## config.mk

```make
export PLATFORM = sky130hd
export DESIGN_NAME = pll_rst_ctrl
export DESIGN_NICKNAME = d
export VERILOG_FILES = /design/src/rtl/pll_rst_ctrl.sv
export SDC_FILE = /design/constraint.sdc
export NUM_CORES = 1
export LEC_CHECK = 0
export BUFFER_PORTS_ARGS = -buffer_cell sky130_fd_sc_hd__buf_2
export CAP_MARGIN = 20
export CORE_AREA = 2 2 54 56
export DETAILED_ROUTE_END_ITERATION = 8
export DIE_AREA = 0 0 56 58
export PLACE_DENSITY = 0.79
export SLEW_MARGIN = 20
export SYNTH_ARGS = -nofsm -noshare
export SYNTH_HDL_FRONTEND = slang
export SYNTH_SLANG_ARGS = --single-unit
export TNS_END_PERCENT = 20
```

## constraint.sdc

```tcl
create_clock -name clkin1 -period 3.2 [get_ports clkin1]
set_clock_uncertainty 0.1 [all_clocks]
set_input_delay 0.64 -clock clkin1 [delete_from_list [all_inputs] [get_ports clkin1]]
set_output_delay 0.64 -clock clkin1 [all_outputs]
set_load 0.02 [all_outputs]
```

## src/rtl/pll_rst_ctrl.sv

```systemverilog
// Reset sequencer for the board PLL: pulses the PLL reset, qualifies a synchronised
// lock flag and releases the system reset once lock has been stable long enough.
module pll_rst_ctrl #(
    parameter int RST_PULSE_CYC    = 16,
    parameter int LOCK_TIMEOUT_CYC = 50000,
    parameter int LOCK_STABLE_CYC  = 1024,
    parameter int RELOCK_W         = 8
) (
    input  logic                clkin1,
    input  logic                ext_rst,
    input  logic                pll_lock,
    output logic                pll_rst,
    output logic                sys_rst,
    output logic                lock_ok,
    output logic [RELOCK_W-1:0] relock_cnt
);

    localparam int MAX_AB  = (RST_PULSE_CYC > LOCK_TIMEOUT_CYC) ? RST_PULSE_CYC : LOCK_TIMEOUT_CYC;
    localparam int MAX_CYC = (MAX_AB > LOCK_STABLE_CYC) ? MAX_AB : LOCK_STABLE_CYC;
    localparam int CNT_W   = (MAX_CYC > 1) ? $clog2(MAX_CYC) : 1;

    localparam logic [CNT_W-1:0] PULSE_LAST   = CNT_W'(RST_PULSE_CYC - 1);
    localparam logic [CNT_W-1:0] TIMEOUT_LAST = CNT_W'(LOCK_TIMEOUT_CYC - 1);
    localparam logic [CNT_W-1:0] STABLE_LAST  = CNT_W'(LOCK_STABLE_CYC - 1);

    typedef enum logic [1:0] {
        ST_PLL_RST   = 2'd0,
        ST_WAIT_LOCK = 2'd1,
        ST_STABLE    = 2'd2,
        ST_RUN       = 2'd3
    } state_t;

    state_t             state_r;
    state_t             state_nxt_s;
    logic [CNT_W-1:0]   cnt_r;
    logic               lock_meta_r;
    logic               lock_s;
    logic               relock_inc_s;

    // The event counter sticks at all-ones so a flapping PLL never appears healthy.
    function automatic logic [RELOCK_W-1:0] sat_inc(input logic [RELOCK_W-1:0] v);
        if (&v) begin
            return v;
        end else begin
            return v + RELOCK_W'(1);
        end
    endfunction

    // Two-flop synchroniser bringing the PLL lock flag into the clkin1 domain.
    always_ff @(posedge clkin1) begin
        if (ext_rst) begin
            lock_meta_r <= 1'b0;
            lock_s      <= 1'b0;
        end else begin
            lock_meta_r <= pll_lock;
            lock_s      <= lock_meta_r;
        end
    end

    // Next-state decision; a lock seen on the timeout cycle wins, a drop on the stable cycle wins.
    always_comb begin
        state_nxt_s  = state_r;
        relock_inc_s = 1'b0;
        case (state_r)
            ST_PLL_RST: begin
                if (cnt_r == PULSE_LAST) begin
                    state_nxt_s = ST_WAIT_LOCK;
                end else begin
                    state_nxt_s = ST_PLL_RST;
                end
            end
            ST_WAIT_LOCK: begin
                if (lock_s) begin
                    state_nxt_s = ST_STABLE;
                end else if (cnt_r == TIMEOUT_LAST) begin
                    state_nxt_s  = ST_PLL_RST;
                    relock_inc_s = 1'b1;
                end else begin
                    state_nxt_s = ST_WAIT_LOCK;
                end
            end
            ST_STABLE: begin
                if (!lock_s) begin
                    state_nxt_s = ST_WAIT_LOCK;
                end else if (cnt_r == STABLE_LAST) begin
                    state_nxt_s = ST_RUN;
                end else begin
                    state_nxt_s = ST_STABLE;
                end
            end
            ST_RUN: begin
                if (!lock_s) begin
                    state_nxt_s  = ST_PLL_RST;
                    relock_inc_s = 1'b1;
                end else begin
                    state_nxt_s = ST_RUN;
                end
            end
            default: begin
                state_nxt_s = ST_PLL_RST;
            end
        endcase
    end

    // State, shared counter and outputs, all decoded from the next state so they move together.
    always_ff @(posedge clkin1) begin
        if (ext_rst) begin
            state_r    <= ST_PLL_RST;
            cnt_r      <= {CNT_W{1'b0}};
            pll_rst    <= 1'b1;
            sys_rst    <= 1'b1;
            lock_ok    <= 1'b0;
            relock_cnt <= {RELOCK_W{1'b0}};
        end else begin
            state_r <= state_nxt_s;
            if (state_nxt_s != state_r) begin
                cnt_r <= {CNT_W{1'b0}};
            end else if (state_r != ST_RUN) begin
                cnt_r <= cnt_r + CNT_W'(1);
            end else begin
                cnt_r <= cnt_r;
            end
            pll_rst <= (state_nxt_s == ST_PLL_RST);
            sys_rst <= (state_nxt_s != ST_RUN);
            lock_ok <= (state_nxt_s == ST_RUN);
            if (relock_inc_s) begin
                relock_cnt <= sat_inc(relock_cnt);
            end else begin
                relock_cnt <= relock_cnt;
            end
        end
    end

endmodule

```

==> results of run 1 <==
-- sequential cells by signal, indices dropped and copies added, names as in the netlist --
register     cells
lock_ok          1
pll_rst          1
cnt_r           16
lock_s           1
sys_rst          1
lock_meta_r      1
relock_cnt       8
state_r          2
-- cell type report --
type / instances / area, sq um
inverters: 4 / 15.0
well taps: 31 / 38.8
repair buffers: 14 / 72.6
clock buffers: 5 / 37.5
flip-flops and latches: 31 / 621
fillers: 237 / 981
multi-input cells: 123 / 853
clock inverters: 3 / 43.8
-- critical path, cell delays in order (launching register included) --
cell      delay [ns]
dfxtp_1         0.38
or3b_4          0.40
nor3_2          0.30
a21oi_2         0.21
a311oi_1        0.54
mux2_2          0.39
-- cell usage after synthesis, types with 3 or more instances --
cell type | instances | area share
dfxtp_1 | 31 | 0.40
a211oi_1 | 16 | 0.077
nand2_1 | 14 | 0.034
xor2_1 | 12 | 0.068
nand3_1 | 10 | 0.032
clkbuf_1 | 7 | 0.017
nor2_1 | 6 | 0.015
or4_1 | 6 | 0.029
a21oi_1 | 4 | 0.013
inv_1 | 4 | 0.0097
nand4_1 | 4 | 0.016
nor2b_1 | 4 | 0.016
o31ai_1 | 4 | 0.019
and2_1 | 3 | 0.012
nor4_1 | 3 | 0.012
or3_1 | 3 | 0.012
xnor2_1 | 3 | 0.017
-- per-layer routing --
metal  routed length [um]  track usage
met1                 1500        0.276
met2                 1430        0.324
met3                  140       0.0737
met4                   32       0.0714
met5                    0            0
-- final timing paths --
path	startpoint	to	slack, ns	cells after the start
max reg2reg	cnt_r[2]	relock_cnt[0]	0.77	5
min	lock_meta_r	lock_s	0.36	1
max	cnt_r[2]	relock_cnt[0]	0.77	5
min reg2reg	lock_meta_r	lock_s	0.36	1
-- cell families after synthesis --
family,Yosys count
AND/OR/NAND/NOR,66
XOR/XNOR,15
adder cells (fa/ha/maj),2
AO/OA/AOI/OAI,37
multiplexers,3
buffers and inverters,15
flip-flops,31
-- through the flow --
| step | hold slack [ns] | std cells |
|---|---|---|
| global route | 0.375 | 211 |
| global placement | 0.327 | 203 |
| floorplan | 0.314 | 169 |
| CTS | 0.367 | 211 |
| detailed placement | 0.344 | 203 |
| finish | 0.361 | 211 |
-- where the power goes --
part	internal, mW	total [mW]	switching, mW
clock	0.164	0.303	0.139
sequential	0.390	0.394	0.00383
combinational	0.00798	0.0202	0.0123
total	0.562	0.717	0.155
==> impl_metrics.py, run 1 <==
metrics = {
    "final_layout": {
        "layout-drive-gt1-share": 0.172,
        "final_common_cell": "dfxtp_1",
        "final_cell_mix": "31 x dfxtp_1, 16 x a211oi_1, 14 x nand2_1",
        "stdcell_area_sq_um": 1680,
        "area_growth_pct": 8.47,
        "final_nets": 184,
        "utilization": 0.632,
        "antennaDiodeCount": 0,
    },
    "timing": {
        "tns_ns": 0,
        "period_share": 0.759,
        "final-max-slew-violation-count": 0,
        "hold_viol_final": 0,
        "period_minus_slack_ns": 2.43,
        "rsz0062_at_grt": "no",
        "slew-limit-headroom": 0.607,
        "fmax_mhz": 412,
        "tightest_slew_ns": 0.589,
        "setup_viol": 0,
        "fin_ws_ns": 0.771,
    },
    "synthesis": {
        "async_reset_ff_frac": 0,
        "syn_inst": 169,
        "yosys-mux-area-fraction": 0.0210,
        "synth_top_family_by_area": "simple AND/OR/NAND/NOR gates",
        "synth_compound_area_frac": 0.177,
        "yosysSeqAreaShare": 0.400,
        "yosys.area_share.simple": 0.252,
        "synth_cell_type_count": 44,
        "synthesis.area_sq_um": 1550,
        "synth_edf_count": 0,
        "synth_ff_type": "dfxtp_1",
        "syn_avg_cell_area_sq_um": 9.17,
        "ys_ff_latch": 31,
        "synth-xor-area-share": 0.0847,
        "syn-num-nets": 174,
        "synthAdderAreaFrac": 0.0161,
        "yosysWarnings": 0,
    },
    "clock_network": {
        "htreeDepth": 2,
        "root_buffer": "clkbuf_4",
        "cts_buffers": 5,
        "clkTransAtPathRegs_ns": 0.10,
        "clock_path_buffers": 2,
        "hold_buffers": 0,
        "tritoncts": "done",
        "clkLatencyLatePin_ns": 0.33,
        "cts_setup_buffers": 0,
        "cts_resized": 0,
        "clock-sinks": 31,
    },
    "status": {
        "status": "finished, final reports clean",
    },
    "routing": {
        "drt.antenna.violating_nets": 0,
        "drtIter0Drc": 34,
        "drt-vias-per-instance": 6.14,
        "post-route-drc-count": 0,
        "wl_mm": 3.11,
        "route.vias.total": 1296,
        "first_pass_iters": 4,
        "wire_per_inst_um": 14.7,
    },
    "power": {
        "ir_drop_v": 0.000413,
        "p_per_area_nw_per_um2": 427,
        "p_leak_nw": 0.597,
        "total_power_mw": 0.717,
    },
    "critical_path": {
        "cp_max_fo": 13,
        "cp.required_ns": 3.34,
        "timing_worst_setup_path_type": "reg -> reg",
        "end_kind": "register",
        "cp_data_arrival_time_ns": 2.56,
        "start_kind": "register",
    },
    "run": {
        "maxCapViolations": 0,
    },
    "global_routing": {
        "grt_usage": 0.210,
        "antenna_found_initial": 0,
        "grt_pass1_wl_mm": 5.33,
        "grt_pass1_vias": 1176,
        "grt-ovfl-total": 0,
        "grt_start_max_net_pins": 29,
    },
    "die": {
        "dieHeight_um": 58,
        "die-area_sq_um": 3250,
        "coreArea_sq_um": 2660,
        "io_pins": 14,
        "die_w_um": 56,
        "initial_core_util": 0.582,
        "rows": 19,
    },
    "placed_design": {
        "pre_cts_ws_ns": 0.802,
        "portBuffers": 13,
        "dp_hpwl_mm": 2.16,
        "gp_congestion": 0.941,
        "place_area_sq_um": 1600,
    },
    "min_path": {
        "min_path_type": "reg -> reg",
    },
}
(Power assumes the default switching activity.)
==> run 2: changes to the inputs <==
--- a/config.mk
+++ b/config.mk
@@ -7,10 +7,10 @@
 export LEC_CHECK = 0
 export BUFFER_PORTS_ARGS = -buffer_cell sky130_fd_sc_hd__buf_2
 export CAP_MARGIN = 20
-export CORE_AREA = 2 2 54 56
+export CORE_AREA = 2 2 55 57
 export DETAILED_ROUTE_END_ITERATION = 8
-export DIE_AREA = 0 0 56 58
-export PLACE_DENSITY = 0.79
+export DIE_AREA = 0 0 57 59
+export PLACE_DENSITY = 0.76
 export SLEW_MARGIN = 20
 export SYNTH_ARGS = -nofsm -noshare
 export SYNTH_HDL_FRONTEND = slang
==> constraint.sdc (replaced) <==
create_clock -name clkin1 -period 2.4 [get_ports clkin1]
set_clock_uncertainty 0.1 [all_clocks]
set_input_delay 0.48 -clock clkin1 [delete_from_list [all_inputs] [get_ports clkin1]]
set_output_delay 0.48 -clock clkin1 [all_outputs]
set_load 0.02 [all_outputs]
==> run 2 against run 1 <==
First-iteration DRC count fell by 26%. Global-route usage fell by 0.23 points. Sequential cell count did not move. Die area rose by 3.5%. Combinational power rose by 33%.
==> impl_metrics.py, run 2 (same netlist as run 1, synthesis figures left out) <==
metrics = {
    "placed_design": {
        "dp_hpwl_mm": 2.12,
        "portBuffers": 13,
        "gp_congestion": 0.811,
    },
    "run": {
        "maxCapViolations": 0,
    },
    "global_routing": {
        "grt_start_max_net_pins": 29,
        "grt-ovfl-total": 0,
        "antenna_found_initial": 0,
        "grt_pass1_wl_mm": 5.44,
        "grt_usage": 0.208,
        "grt_pass1_vias": 1325,
    },
    "min_path": {
        "min_path_type": "in -> reg",
        "hold_depth": 2,
        "hold_start": "pll_lock",
        "whs_endpoint": "lock_meta_r",
    },
    "power": {
        "ir_drop_v": 0.000518,
        "p_switching_mw": 0.207,
        "p_int_mw": 0.777,
        "p_leak_nw": 0.620,
        "comb_power_share": 0.027,
        "p_per_area_nw_per_um2": 571,
        "power_frac_seq": 0.533,
        "pwr-share-clk": 0.439,
        "swShare": 0.211,
    },
    "final_layout": {
        "layout-drive-gt1-share": 0.196,
        "final_nets": 188,
        "largestRegisters": "cnt_r x16, relock_cnt x8, state_r x2",
        "largest_register_ffs": 16,
        "largest-register": "cnt_r",
        "antennaDiodeCount": 0,
        "final_cell_mix": "31 x dfxtp_1, 16 x a211oi_1, 14 x nand2_1",
        "final_common_cell": "dfxtp_1",
        "area_growth_pct": 11.1,
    },
    "clock_network": {
        "clock_path_buffers": 2,
        "cts_buffers": 5,
        "htreeDepth": 2,
        "cts_setup_buffers": 0,
        "clkTransAtPathRegs_ns": 0.10,
        "clkLatencyLatePin_ns": 0.34,
        "tritoncts": "done",
        "clock-sinks": 31,
        "root_buffer": "clkbuf_4",
    },
    "critical_path": {
        "path_buf_inv": 0,
        "crit_chain": "or3b_4 -> nor3_2 -> a21oi_2 -> a311oi_1 -> mux2_2",
        "start_kind": "register",
        "r2r_end": "relock_cnt[0]",
        "cp.required_ns": 2.53,
        "r2r-start": "cnt_r[10]",
        "timing_worst_setup_path_type": "reg -> reg",
        "cp_max_fo": 5,
        "cp_slowest_stage_delay_ns": 0.46,
        "rr_worst_depth": 5,
        "crit_slowest_cell": "a311oi_1",
        "path_delay_family": "simple AND/OR/NAND/NOR gates",
        "cp_data_arrival_time_ns": 2.37,
        "rrSetupSlack_ns": 0.16,
        "end_kind": "register",
    },
    "routing": {
        "drt.antenna.violating_nets": 0,
        "wl_met1_mm": 1.40,
        "wire_per_inst_um": 15.0,
        "met2_length_mm": 1.59,
        "drt-vias-per-instance": 6.13,
        "route.vias.total": 1318,
        "route.met3.wl_um": 149,
        "wl_mm": 3.22,
        "first_pass_iters": 4,
        "post-route-drc-count": 0,
        "highest_layer": "met4",
        "drtIter0Drc": 25,
    },
    "status": {
        "status": "finished, final reports clean",
    },
    "die": {
        "initial_core_util": 0.572,
        "die-area_sq_um": 3360,
        "coreArea_sq_um": 2710,
        "io_pins": 14,
        "die_w_um": 57,
        "dieHeight_um": 59,
        "rows": 19,
    },
    "timing": {
        "tns_ns": 0,
        "fmax_mhz": 447,
        "rsz0062_at_grt": "no",
        "period_minus_slack_ns": 2.24,
        "setup_viol": 0,
        "holdWs_ns": 0.253,
        "period_share": 0.933,
        "hold_viol_final": 0,
        "tightest_slew_ns": 0.501,
        "final-max-slew-violation-count": 0,
        "slew-limit-headroom": 0.666,
    },
}
[run 2: changes by cell type in the layout (fill, tap and decap cells not counted), sizes merged]
cell / change
clkinv: -1
clkbuf: +1
buf: +4
[run 2: area by class of cell]
type / instances / area, sq um
fill: 247 / 987
multi-input combinational: 123 / 860
sequential: 31 / 621
timing repair buffer: 18 / 103
clock buffer: 6 / 51.3
tap: 31 / 38.8
clock inverter: 2 / 35.0
inverter: 4 / 15.0
[run 2: worst max path at each step]
stage,cells after the start,end,from,slack (ns)
CTS,6,cnt_r[1],cnt_r[12],0.15
detailed placement,6,cnt_r[1],cnt_r[12],0.17
finish,5,relock_cnt[0],cnt_r[10],0.16
floorplan,5,relock_cnt[0],cnt_r[10],0.39
global placement,6,cnt_r[1],cnt_r[12],0.26
global route,5,relock_cnt[0],cnt_r[2],0.02
[run 2: what timing repair did]
item / CTS / global route
resized for setup: 0 / 1
endpoints found under the setup margin: 0 / 4
hold buffers: 0 / 0
[run 2: per-layer routing]
| metal | up-vias | GRT usage |
|---|---|---|
| met5 | - | 0 |
| met4 | 0 | 0.0797 |
| met3 | 10 | 0.0764 |
| met2 | 30 | 0.353 |
| met1 | 625 | 0.240 |
| li1 | 653 | - |
[run 2: power by group through the flow]
stage | clock, mW | combinational (mW) | sequential (mW)
after global routing | 0.457 | 0.0305 | 0.526
after floorplan | 0 | 0.0219 | 0.536
final | 0.432 | 0.0268 | 0.525
after detailed placement | 0 | 0.0262 | 0.536
after CTS | 0.438 | 0.0265 | 0.525
after global placement | 0 | 0.0259 | 0.536
[run 2: per-stage QoR]
| step | setup WS (ns) | total power [mW] | util | instance area [sq um] | instances |
|---|---|---|---|---|---|
| CTS | 0.147 | 0.990 | 0.633 | 1720 | 215 |
| global route | 0.0227 | 1.01 | 0.636 | 1720 | 215 |
| finish | 0.162 | 0.984 | 0.636 | 1720 | 215 |
| floorplan | 0.386 | 0.557 | - | 1550 | 169 |
| detailed placement | 0.167 | 0.563 | 0.602 | 1630 | 207 |
| global placement | 0.261 | 0.562 | 0.602 | 1630 | 207 |
